**config.mk**
```make
export PLATFORM = sky130hd
export DESIGN_NAME = inst_fetch
export DESIGN_NICKNAME = d
export VERILOG_FILES = /design/src/rtl/inst_fetch_pkg.sv /design/src/rtl/inst_rom.sv /design/src/rtl/inst_fetch.sv
export SDC_FILE = /design/constraint.sdc
export NUM_CORES = 1
export LEC_CHECK = 0
export CAP_MARGIN = 15
export CORE_UTILIZATION = 50
export DETAILED_ROUTE_END_ITERATION = 12
export GPL_TIMING_DRIVEN = 1
export PLACE_DENSITY = 0.76
export SLEW_MARGIN = 20
export SYNTH_ARGS = -nofsm -noshare
export SYNTH_HDL_FRONTEND = slang
export SYNTH_SLANG_ARGS = --single-unit
```
**constraint.sdc**
```tcl
create_clock -name clk -period 5.6 [get_ports clk]
set_input_delay 0.84 -clock clk [delete_from_list [all_inputs] [get_ports clk]]
set_output_delay 0.84 -clock clk [all_outputs]
set_load 0.02 [all_outputs]
```
**src/rtl/inst_fetch_pkg.sv**
```systemverilog
// Shared CPU definitions: instruction/PC widths, fetch defaults, decode field positions.
package inst_fetch_pkg;

  localparam int unsigned INST_W = 32;
  localparam int unsigned PC_W   = 32;

  localparam logic [PC_W-1:0] PC_STEP          = PC_W'(4);
  localparam logic [PC_W-1:0] RESET_PC_DEFAULT = 32'h0000_0000;

  // Instruction field positions consumed by decode
  localparam int unsigned OPCODE_LSB = 0;
  localparam int unsigned OPCODE_W   = 7;
  localparam int unsigned RD_LSB     = 7;
  localparam int unsigned FUNCT3_LSB = 12;
  localparam int unsigned FUNCT3_W   = 3;
  localparam int unsigned RS1_LSB    = 15;
  localparam int unsigned RS2_LSB    = 20;
  localparam int unsigned REG_W      = 5;
  localparam int unsigned FUNCT7_LSB = 25;
  localparam int unsigned FUNCT7_W   = 7;

  typedef struct packed {
    logic [INST_W-1:0] code;
    logic [PC_W-1:0]   pc;
  } fetch_entry_t;

  function automatic logic [OPCODE_W-1:0] opcode_of(input logic [INST_W-1:0] inst);
    return inst[OPCODE_LSB +: OPCODE_W];
  endfunction

  function automatic logic [FUNCT3_W-1:0] funct3_of(input logic [INST_W-1:0] inst);
    return inst[FUNCT3_LSB +: FUNCT3_W];
  endfunction

  function automatic logic [FUNCT7_W-1:0] funct7_of(input logic [INST_W-1:0] inst);
    return inst[FUNCT7_LSB +: FUNCT7_W];
  endfunction

endpackage

```
**src/rtl/inst_rom.sv**
```systemverilog
// Instruction ROM with a registered read port; contents are preloaded into mem externally.
module inst_rom
  import inst_fetch_pkg::*;
#(
  parameter int unsigned DEPTH     = 64,
  parameter string       INIT_FILE = "inst.coe",
  parameter int unsigned AW        = $clog2(DEPTH)
) (
  input  logic              clk,
  input  logic [AW-1:0]     addr,
  output logic [INST_W-1:0] dout
);

  logic [INST_W-1:0] mem [DEPTH];

  always_ff @(posedge clk) begin
    dout <= mem[addr];
  end

endmodule

```
**src/rtl/inst_fetch.sv**
```systemverilog
// Instruction fetch: PC, synchronous ROM read, and a 2-entry output FIFO with redirect.
module inst_fetch
  import inst_fetch_pkg::*;
#(
  parameter logic [31:0] RESET_PC  = RESET_PC_DEFAULT,
  parameter int unsigned ROM_DEPTH = 64,
  parameter string       INIT_FILE = "inst.coe"
) (
  input  logic        clk,
  input  logic        rst,
  input  logic        redirect_valid,
  input  logic [31:0] redirect_pc,
  input  logic        inst_ready,
  output logic        inst_valid,
  output logic [31:0] inst_code,
  output logic [31:0] inst_pc
);

  localparam int unsigned     AW         = $clog2(ROM_DEPTH);
  localparam logic [PC_W-1:0] ALIGN_MASK = ~PC_W'(3);

  logic [PC_W-1:0]   pc;
  logic [PC_W-1:0]   rd_pc;
  logic              rd_busy;
  logic [INST_W-1:0] rom_dout;

  // FIFO head lives directly in the output registers; tail is the second slot
  logic              tail_valid;
  fetch_entry_t      tail;

  logic              pop;
  logic              issue;
  logic [1:0]        occupancy;
  logic              head_valid_n;
  logic              tail_valid_n;
  fetch_entry_t      head_n;
  fetch_entry_t      tail_n;

  inst_rom #(
    .DEPTH    (ROM_DEPTH),
    .INIT_FILE(INIT_FILE),
    .AW       (AW)
  ) u_rom (
    .clk (clk),
    .addr(pc[AW+1:2]),
    .dout(rom_dout)
  );

  // Issue only if the read landing next edge is guaranteed a free slot
  always_comb begin
    pop       = inst_valid && inst_ready;
    occupancy = 2'(inst_valid) + 2'(tail_valid) + 2'(rd_busy);
    issue     = (occupancy - 2'(pop)) < 2'd2;
  end

  // Next FIFO contents: pop first, then accept the returning ROM word
  always_comb begin
    head_valid_n = inst_valid;
    head_n.code  = inst_code;
    head_n.pc    = inst_pc;
    tail_valid_n = tail_valid;
    tail_n       = tail;
    if (pop) begin
      head_valid_n = tail_valid;
      head_n       = tail;
      tail_valid_n = 1'b0;
      tail_n       = '0;
    end
    if (rd_busy) begin
      if (!head_valid_n) begin
        head_valid_n = 1'b1;
        head_n.code  = rom_dout;
        head_n.pc    = rd_pc;
      end else begin
        tail_valid_n = 1'b1;
        tail_n.code  = rom_dout;
        tail_n.pc    = rd_pc;
      end
    end
  end

  always_ff @(posedge clk or posedge rst) begin
    if (rst) begin
      pc         <= RESET_PC;
      rd_pc      <= '0;
      rd_busy    <= 1'b0;
      inst_valid <= 1'b0;
      inst_code  <= '0;
      inst_pc    <= '0;
      tail_valid <= 1'b0;
      tail       <= '0;
    end else if (redirect_valid) begin
      pc         <= redirect_pc & ALIGN_MASK;
      rd_busy    <= 1'b0;
      inst_valid <= 1'b0;
      inst_code  <= '0;
      inst_pc    <= '0;
      tail_valid <= 1'b0;
      tail       <= '0;
    end else begin
      inst_valid <= head_valid_n;
      inst_code  <= head_n.code;
      inst_pc    <= head_n.pc;
      tail_valid <= tail_valid_n;
      tail       <= tail_n;
      rd_busy    <= issue;
      if (issue) begin
        rd_pc <= pc;
        pc    <= pc + PC_STEP;
      end
    end
  end

endmodule

```
==> results.json <==
{
  "grt_usage_pct": 23.2,
  "place.gp.congestion": 0.765,
  "diodes": 0,
  "yosysSeqAreaShare_pct": 56.9,
  "tightest_slew_ns": 1.11,
  "cts_setup_buffers": 0,
  "die_area_sq_um": 17300,
  "critical_path_class": "input pin to register",
  "ys_warn_count": 0,
  "core_sq_um": 16500,
  "clk_latency_ns": 0.43,
  "synth_top_area_share_pct": 56.9,
  "worstSetupEndpointType": "register",
  "worstHoldPathCells": 1,
  "layout.cells.non_filler": 1118,
  "grt_pass1_vias": 6195,
  "crit_fanout": 22,
  "grt_setup_unrepaired": "false",
  "fin_skew_ns": 0.0106,
  "cts_tree": "built",
  "drtIter0Drc": 653,
  "dpl.hpwl_um": 11400,
  "syn_nets": 866,
  "min-delay-start": "tail[59]$_DFF_PP0_",
  "grt-ovfl-total": 0,
  "timing.fmax_mhz": 284,
  "r2r_cells": 10,
  "reg2reg_slack_ns": 2.63,
  "clkTransAtPathRegs_ns": 0.07,
  "power.density_nw_per_um2": 334,
  "clock_sinks": 191,
  "yosysTopAreaCell": "dfrtp_1",
  "yosysUniqueCellTypes": 49,
  "holdPathEnd": "tail[59]$_DFF_PP0_",
  "area_growth_pct": 19.8,
  "cap_viol_max_count": 0,
  "hold_viol_final": 0,
  "grt_pass1_wl_um": 32100,
  "crit_arrival_ns": 3.84,
  "startpoint": "inst_ready",
  "setup-violations-final": 0,
  "antenna_found_initial": 0,
  "grt_max_degree": 120,
  "clk_root_buffer_cell": "clkbuf_16",
  "postRouteAntennaNets": 0,
  "nets": 924,
  "nFillCells": 1339,
  "r2r-start": "inst_valid$_DFF_PP0_",
  "crit_required_ns": 5.92,
  "pin_count": 101,
  "timing.rr.end": "rd_pc[4]$_DFFE_PP0P_",
  "hold_class": "register to register",
  "drt_first_pass_iters": 5,
  "drive_gt1_share_pct": 10.5,
  "wl_per_cell_um": 17.0,
  "h-tree-depth": 4,
  "syn_avg_cell_area_sq_um": 10.2,
  "dp_cells": 1086,
  "tns_ns": 0,
  "synth_area_sq_um": 8400,
  "ir_worst_vdd_mv": 0.264,
  "start_kind": "input pin",
  "clockBufferDepth": 2,
  "viasPerCell": 5.88,
  "synth_seq_cells": 191,
  "netlist_instances": 827,
  "die_h_um": 132,
  "synth_area_leaders": "dfrtp_1, nand2_1, mux2_2",
  "cts_resized": 0,
  "vias": 6572,
  "finalMaxSlewViolations": 0,
  "num_rows": 47,
  "period_share_pct": 62.8,
  "floorplan.initialDensity_pct": 51.0,
  "io_buffers": 98,
  "drt-total-wl_um": 19000,
  "finalCriticalPeriod_ns": 3.52,
  "numCtsBuffers": 17,
  "drc_errors": 0,
  "status": "finished clean",
  "leakage_nw": 4.08,
  "ctsHoldBuffers": 0,
  "slew_headroom_pct": 26.0,
  "die_x_um": 132
}
==> cells by family (layout without fill, tap and decap cells) <==
| kind of cell | count (synthesis) | count (layout) | synth area share (%) |
|---|---|---|---|
| adders and majority gates | 3 | 3 | 0.447 |
| buffers and inverters | 86 | 157 | 4.51 |
| AOI/OAI and AO/OA | 182 | 182 | 14.6 |
| and+or+nand+nor | 327 | 327 | 18.6 |
| muxes | 35 | 35 | 4.65 |
| xor gates and xnor gates | 3 | 3 | 0.313 |
| DFF | 191 | 191 | 56.9 |
==> sequential cells by signal, indices dropped and copies added, names as in the netlist <==
| name | cells |
|---|---|
| inst_code | 32 |
| inst_valid | 1 |
| tail_valid | 1 |
| rd_pc | 30 |
| tail | 64 |
| pc | 30 |
| inst_pc | 32 |
| rd_busy | 1 |
==> report_power, final <==
part,switching [mW],leakage (nW),internal [mW]
Sequential,0.122,2.49,1.50
Clock,0.577,0.298,0.651
Combinational,0.305,1.29,0.212
Total,1.00,4.08,2.36
==> cells in the final DEF, fill, tap and decap left out, types with 3 or more instances in the layout <==
cell type	n
a21oi_1	68
dfrtp_1	191
mux2_2	32
inv_8	3
a311oi_1	30
o21ai_0	9
clkdlybuf4s50_1	97
inv_6	7
o2111ai_1	30
or3_1	4
buf_4	14
nor2_1	54
mux2i_1	3
ha_1	3
clkbuf_16	17
and2_1	35
nand2_1	145
nand4_1	5
o31ai_1	15
inv_1	10
a31oi_1	21
or4_1	20
o211ai_1	4
nand3_1	43
==> final cells by class <==
cell class                 instances  area, sq um  area share [%]
multi-input combinational        550         3260            32.4
sequential                       191         4780            47.5
timing repair buffer             113         1100            10.9
inverter                          12         48.8           0.485
tap                              220          275            2.73
clock buffer                      18          439            4.36
clock inverter                    14          163            1.62
==> synth_stat cells (all sizes together) <==
library cell / n
o311ai: 1
xor2: 1
o31ai: 15
mux2: 32
mux2i: 3
nor2b: 1
and2b: 1
clkbuf: 62
a21oi: 69
a31oi: 21
dfrtp: 191
or4: 21
or3: 5
nand3: 43
nand4: 7
nor4: 1
nor4b: 1
nor2: 55
a211o: 1
dlygate4sd1: 2
and4: 3
o41ai: 1
and3: 2
a311oi: 30
and2: 36
o211ai: 4
nand4b: 1
o21ai: 10
buf: 10
or2: 1
inv: 12
or4b: 1
nand2: 147
ha: 3
and3b: 1
xnor2: 2
o2111ai: 30
==> stage by stage <==
| step | hold slack, ns | setup WS (ns) | area (sq um) | util [%] | power [mW] |
|---|---|---|---|---|---|
| 6_report | 0.488 | 2.08 | 10100 | 61.1 | 3.37 |
| 5_1_grt | 0.497 | 1.96 | 10100 | 61.1 | 3.50 |
| 4_1_cts | 0.491 | 2.08 | 10100 | 61.1 | 3.39 |
| 3_5_place_dp | 0.471 | 1.66 | 9470 | 57.5 | 2.16 |
| 3_3_place_gp | 0.468 | 1.72 | 9460 | 57.5 | 2.14 |
| 2_1_floorplan | 0.453 | 1.92 | 8400 | - | 1.95 |
==> worst max-delay path by stage <==
stage,endpoint,slack [ns],cells past startpoint
2_1_floorplan,pc[19]$_DFFE_PP0P_,1.92,13
3_3_place_gp,rd_pc[27]$_DFFE_PP0P_,1.72,11
3_5_place_dp,rd_pc[24]$_DFFE_PP0P_,1.66,11
4_1_cts,rd_pc[23]$_DFFE_PP0P_,2.08,11
5_1_grt,rd_pc[11]$_DFFE_PP0P_,1.96,11
6_report,rd_pc[4]$_DFFE_PP0P_,2.08,11
==> worst max-delay path, cell delays in order <==
cell and delay, ns:
clkdlybuf4s50_1 0.49, nand2_2 0.13, inv_2 0.05, ha_1 0.26, inv_1 0.04, ha_1 0.27, a21oi_2 0.31, xnor2_1 0.23
nor2_2 0.44, buf_4 0.39, mux2_2 0.38
==> per-layer routing <==
| metal | GRT usage (%) | vias to the layer above | part of all wire, % |
|---|---|---|---|
| met5 | 0 | - | 0 |
| met4 | 7.75 | 0 | 1.5 |
| met3 | 4.32 | 25 | 5.3 |
| met2 | 36.7 | 207 | 48 |
| met1 | 32.2 | 3268 | 45 |
| li1 | - | 3072 | - |
Power figures use the tool's default switching activity.
